==> src/rtl/cdc_level_req_tx.sv <==
// Source-side controller of the two-level low-power synchronizer path (clk_a domain).
// Captures an upstream word, runs a 4-phase req/ack level handshake and gates the sync-chain clocks.
module cdc_level_req_tx #(
    parameter int unsigned DATA_W      = 8,
    parameter int unsigned SYNC_STAGES = 2,
    parameter int unsigned IDLE_HOLD   = 4
) (
    input  logic              clk_a,
    input  logic              rst_n_a,
    input  logic              in_vld,
    input  logic [DATA_W-1:0] in_data,
    output logic              in_rdy,
    output logic              req,
    output logic [DATA_W-1:0] data_out,
    input  logic              ack_async,
    output logic              level_en,
    output logic              busy,
    output logic              err
);

    localparam int unsigned CNT_W = (IDLE_HOLD < 1) ? 1 : $clog2(IDLE_HOLD + 1);

    typedef enum logic [1:0] {
        S_IDLE,
        S_WAKE,
        S_REQ,
        S_RELEASE
    } state_t;

    state_t                 state_q, state_d;
    logic                   req_q, req_d;
    logic                   level_en_q, level_en_d;
    logic                   err_q, err_d;
    logic [DATA_W-1:0]      data_q, data_d;
    logic [CNT_W-1:0]       cnt_q, cnt_d;
    logic [CNT_W-1:0]       cnt_dec;
    logic [SYNC_STAGES-1:0] sync_q;
    logic                   ack_s;
    logic                   accept;

    assign ack_s  = sync_q[SYNC_STAGES-1];
    assign in_rdy = rst_n_a & (state_q == S_IDLE) & ~ack_s;
    assign accept = in_vld & in_rdy;

    assign req      = req_q;
    assign level_en = level_en_q;
    assign data_out = data_q;
    assign err      = err_q;
    assign busy     = (state_q != S_IDLE);

    always_ff @(posedge clk_a) begin
        if (!rst_n_a) begin
            sync_q <= '0;
        end else begin
            sync_q <= {sync_q[SYNC_STAGES-2:0], ack_async};
        end
    end

    // Saturating countdown; level_en follows the post-decrement value so it
    // stays high for exactly IDLE_HOLD cycles after returning to IDLE.
    assign cnt_dec = (cnt_q != '0) ? cnt_q - CNT_W'(1) : '0;

    always_comb begin
        state_d    = state_q;
        req_d      = req_q;
        level_en_d = level_en_q;
        err_d      = err_q;
        data_d     = data_q;
        cnt_d      = cnt_q;
        case (state_q)
            S_IDLE: begin
                if (accept) begin
                    state_d    = S_WAKE;
                    data_d     = in_data;
                    level_en_d = 1'b1;
                end else begin
                    cnt_d      = cnt_dec;
                    level_en_d = (cnt_dec != '0);
                end
            end
            S_WAKE: begin
                state_d = S_REQ;
                req_d   = 1'b1;
                if (ack_s) begin
                    err_d = 1'b1;
                end
            end
            S_REQ: begin
                if (ack_s) begin
                    state_d = S_RELEASE;
                    req_d   = 1'b0;
                end
            end
            S_RELEASE: begin
                if (!ack_s) begin
                    state_d    = S_IDLE;
                    cnt_d      = CNT_W'(IDLE_HOLD);
                    level_en_d = (IDLE_HOLD != 0);
                end
            end
            default: begin
                state_d = S_IDLE;
            end
        endcase
    end

    always_ff @(posedge clk_a) begin
        if (!rst_n_a) begin
            state_q    <= S_IDLE;
            req_q      <= 1'b0;
            level_en_q <= 1'b0;
            err_q      <= 1'b0;
            data_q     <= '0;
            cnt_q      <= '0;
        end else begin
            state_q    <= state_d;
            req_q      <= req_d;
            level_en_q <= level_en_d;
            err_q      <= err_d;
            data_q     <= data_d;
            cnt_q      <= cnt_d;
        end
    end

endmodule

==> config.mk <==
export PLATFORM = sky130hd
export DESIGN_NAME = cdc_level_req_tx
export DESIGN_NICKNAME = d
export VERILOG_FILES = /design/src/rtl/cdc_level_req_tx.sv
export SDC_FILE = /design/constraint.sdc
export NUM_CORES = 1
export LEC_CHECK = 0
export CAP_MARGIN = 25
export CORE_MARGIN = 2
export CORE_UTILIZATION = 41
export DETAILED_ROUTE_END_ITERATION = 8
export PLACE_DENSITY_LB_ADDON = 0.05
export SYNTH_ARGS = -nofsm -noshare
export SYNTH_HDL_FRONTEND = slang
export SYNTH_SLANG_ARGS = --single-unit
==> constraint.sdc <==
create_clock -name clk_a -period 1.5 [get_ports clk_a]
set_input_delay 0.3 -clock clk_a [delete_from_list [all_inputs] [get_ports clk_a]]
set_output_delay 0.3 -clock clk_a [all_outputs]
set_load 0.01 [all_outputs]
# After elaboration in Yosys (flattened, before gate mapping)
# Index checks and enable logic that the tools add are counted.
# op_classes
n_reduce_logical,12
multipliers,0
bitwise_logic,4
magnitude_cmp,0
n_div,0
n_mux,13
shift,0
eq_ne,7
addsub,1
# op_table
op,n
$mux W3,3
$ne A2 B2 Y1 const B,4
$pmux W2 S4,1
$reduce_and A2 Y1,4
$mux W2,3
$pmux W3 S2,1
$reduce_and A3 Y1,2
$reduce_bool A2 Y1,3
$reduce_bool A3 Y1,2
$eq A2 B2 Y1 const B,2
$pmux W1 S2,2
$and A1 B1 Y1,3
$mux W1,3
$sub A3 B1 Y3 const B,1
$eq A2 B1 Y1 const B,1
$logic_not A2 Y1,1
$not A1 Y1,1
# word_totals
wordCells,44
mem_bits_rw,0
register_bits,18
inputBits,12
latchBits,0
memories,0
rom_bits,0
output_inout_bits,13

# Longest topological paths before layout
# depth
depth_word,6
depth_mapped,7
depth_no_buf,5

# Worst setup path after synthesis
# Ideal clock, no wire load.
# synth_path
kind,register -> register
startpoint,register state_q[0]
endpoint,register cnt_q[2]
stages_incl_launch_ff,7
n_path_buf,1
period_less_slack_ns,1.504
required_time_ns,1.383
path_slack_ns,-0.004
setup_ns,0.117
arrival_ns,1.387
cell_sequence,dfxtp_1 > inv_1 > ha_1 > buf_4 > nand2b_4 > or4_1 > a22o_1
# synth_between
elab_chain_cells,6
elab_cells_between_ends,10
cone_classes,3 x eq/ne; 1 x mux; 3 x bitwise; 3 x reduce/logical
# synth_rtl
element,line_no,rtl
start: declaration,30,"state_t state_q, state_d;"
start signal: assignment,116,state_q <= state_d;
$logic_not A2 Y1,"42, 70",
$and A1 B1 Y1 (2 in a row),42,assign in_rdy = rst_n_a & (state_q == S_IDLE) & ~ack_s;
$and A1 B1 Y1,43,assign accept = in_vld & in_rdy;
$ne A2 B2 Y1 (no source line),n/a,
$reduce_and A3 Y1 (no source line),n/a,
end signal: assignment,121,cnt_q <= cnt_d;
end: declaration,35,"logic [CNT_W-1:0] cnt_q, cnt_d;"
# Several ways; a longest one is shown, not always the timed one.
# A chain may end at the register's enable or synchronous reset.

# Worst setup path after layout
# layout_path
startpoint,register state_q[0]
endpoint,output port in_rdy
# layout_between
elab_chain_cells,3
# layout_rtl
element,line_no,rtl
$logic_not A2 Y1,42,
$and A1 B1 Y1 (2 in a row),42,
end: declaration,12,"output logic in_rdy,"
# No other way between the ends.

==> impl_metrics.ini <==
[worst_setup_path]
crit_top_cell = inv_2
arrival_ns = 1.18
cp_max_fo = 2
slowest_delay_ns = 0.34
cpMaxStageDelayCell = dfxtp_2
ff2ff_path_depth = 5
path_delay_family = flip-flops
critPathCaptureType = primary output
critPathLaunchType = flop
cp_num_cells = 5
timing.rr.start = state_q[1]
startpoint = state_q[0]
path_cells = inv_2, ha_4, inv_2, nor3b_2, buf_2
critical_path_buf_inv_count = 3
cp.required_ns = 1.20
r2r_setup_slack_ns = 0.04
path_class = flop to primary output

[power_and_ir_drop]
p_comb_share_pct = 51.1
clkPwrFrac_pct = 13.5
p_int_w = 0.00113
seqPwrFrac_pct = 35.4
switching_power_w = 0.000546
total_power_w = 0.00168
power.density_mw_per_mm2 = 1270
ir_drop_mv = 0.985
sw_frac_of_total_pct = 32.6
power.leakage_nw = 0.669

[floorplanning]
core_mm2 = 0.00196
fp-row-count = 16
dieArea_mm2 = 0.00246
ios = 25
die_h_um = 49.6
start_util_pct = 43.5
fp.dieW_um = 49.6

[drt]
firstDrtPassIters = 4
wl_per_cell_um = 11.4
ant_nets = 0
via_count = 776
wl_um = 1840
viasPerCell = 4.82
drt_iter0_drc = 8
drc = 0

[layout]
area_growth_syn_to_layout_pct = 54.3
final_util_pct = 67.1
layoutNonFillerInstCount = 161
drive_above_1_share_pct = 27.6
nNetsFinal = 152
fillCellCount = 178
antenna_cells = 0

[global_routing]
grt_pass1_wl_um = 3070
grt_max_degree = 12
grtUsageTotal_pct = 16.1
antenna_found_initial = 0
overflow = 0
grt_pass1_vias = 740

[timing]
final_hold_viol_count = 0
worst_pin_slew_ns = 0.204
fin_skew_ns = 0.00162
timing.fmax_mhz = 675
maxSlewViolCount = 0
rsz0062_at_grt = true
holdWs_ns = 0.441
worst_slew_margin_rel_pct = 86.4
fin_crit_ns = 1.48
setup_ws_ns = 0.0193
setup_viol = 0
layout_worst_path_cycle_share_pct = 98.7

[placed_design]
detailed_place_hpwl_um = 1340
globalplace.congestion = 0.829
place_ws_ns = -0.396
dp_cells = 155
numPortBuffers = 24

[yosys]
synth.avg_cell_area_um2 = 8.89
synth_flop_cell = dfxtp_1
synth_area_um2 = 853
synth.largest_area_cell = dfxtp_1
postSynthCellCount = 96
synthArstFlopShare_pct = 0
syn_nets = 112
synth-seq-cells = 18
synth_top_area_share_pct = 42.2
ys_warn_count = 0
yosys-top-cells-area = dfxtp_1 (42%), nand2_1 (9.7%), a21boi_0 (7.0%)
synth-edff-count = 0
ys_seq_area_share_pct = 42.2
yosys.cell_types.count = 32

[hold_path]
worst_hold_path_type = flop to flop
hp-start = sync_q[0]
hold_depth = 1

[outcome]
status = complete, no violations

[flow_run]
maxCapViolCount = 0

[clock_tree]
clock_path_buffers = 2
path_clk_slew_ns = 0.09
clock_latency_ns = 0.28
ctsHtreeMaxLevel = 1
root_buffer = clkbuf_4
cts_buffers = 3
cts_tree = built
clock_sinks = 18
hold_buffers = 0
[registers in the layout, summed over array words and instances, names as in the netlist]
register  flops
req           1
state_q       2
err           1
cnt_q         3
data_out      8
level_en      1
sync_q        2
[power by group through the flow]
stage	Clock [W]	Sequential [W]	Combinational [W]
after floorplan	0	0.000624	0.000400
after global placement	0	0.000595	0.000747
after detailed placement	0	0.000597	0.000763
after CTS	0.000241	0.000598	0.000832
after global routing	0.000261	0.000604	0.000944
final	0.000226	0.000594	0.000856
[per-layer routing]
| metal | vias up | part of all wire [%] | global-route usage, % |
|---|---|---|---|
| li1 | 403 | - | - |
| met1 | 356 | 45 | 19.2 |
| met2 | 15 | 50 | 26.4 |
| met3 | 2 | 3.5 | 3.94 |
| met4 | 0 | 1.0 | 8.80 |
| met5 | - | 0 | 0 |
[final timing paths]
kind,end
worst max-delay path,in_rdy
worst max register to register,level_en
worst min-delay path,sync_q[1]
worst min register to register,sync_q[1]
[layout by cell type, fill, tap and decap left out, types with 2 or more instances in the layout]
cell / count
buf_2: 2
buf_6: 4
ha_1: 2
clkdlybuf4s50_1: 12
buf_4: 13
nor2b_1: 4
and2_1: 3
inv_2: 3
nand2_1: 22
dlymetal6s2s_1: 9
or4_4: 2
dfxtp_1: 16
nor2_1: 3
a21boi_0: 8
a21oi_1: 5
clkbuf_4: 3
dfxtp_2: 2
ha_4: 2
[layout make-up]
| type | count | area (um^2) | area share (%) |
|---|---|---|---|
| clock buffers | 3 | 22.5 | 1.71 |
| inverters | 3 | 11.3 | 0.856 |
| multi-input cells | 69 | 492 | 37.4 |
| flip-flops and latches | 18 | 363 | 27.6 |
| well taps | 27 | 33.8 | 2.57 |
| repair buffers | 41 | 394 | 29.9 |
[logic make-up after synthesis]
logic type	after synthesis	synth area share, %
muxes	1	1.17
adders and majority gates	4	5.87
buffers and inverters	9	5.57
AOI/OAI and AO/OA	21	18.2
DFF	18	42.2
and+or+nand+nor	43	27.0
[synth_stat cells (all sizes together), types with 2 or more instances]
master	n
dfxtp	18
and2	3
a21oi	5
or4	3
nor2	3
nand2b	2
nand2	22
inv	3
nor2b	4
buf	5
a21boi	9
ha	4
[worst reg2reg max path, delay by kind of cell, from the launching register on]
family | cells | cell delay (ns)
buffers and inverters | 1 | 0.12
AOI/OAI and AO/OA | 1 | 0.14
DFF | 1 | 0.34
adders and majority gates | 1 | 0.15
and+or+nand+nor | 2 | 0.63
[timing repair]
action / 4_1_cts / 5_1_grt
gates cloned: 0 / 0
endpoints found under the hold margin: 0 / 0
pin swaps: 3 / 3
buffers inserted: 2 / 1
gates resized for setup: 24 / 12
setup endpoints to repair: 7 / 12
[through the flow]
stage	TNS [ns]	instance area (um^2)
after floorplan	0	857
after global placement	-2.87	1200
after detailed placement	-3.04	1200
after CTS	-0.0115	1270
after global routing	-0.0466	1320
final	0	1320
Power figures use the tool's default switching activity.
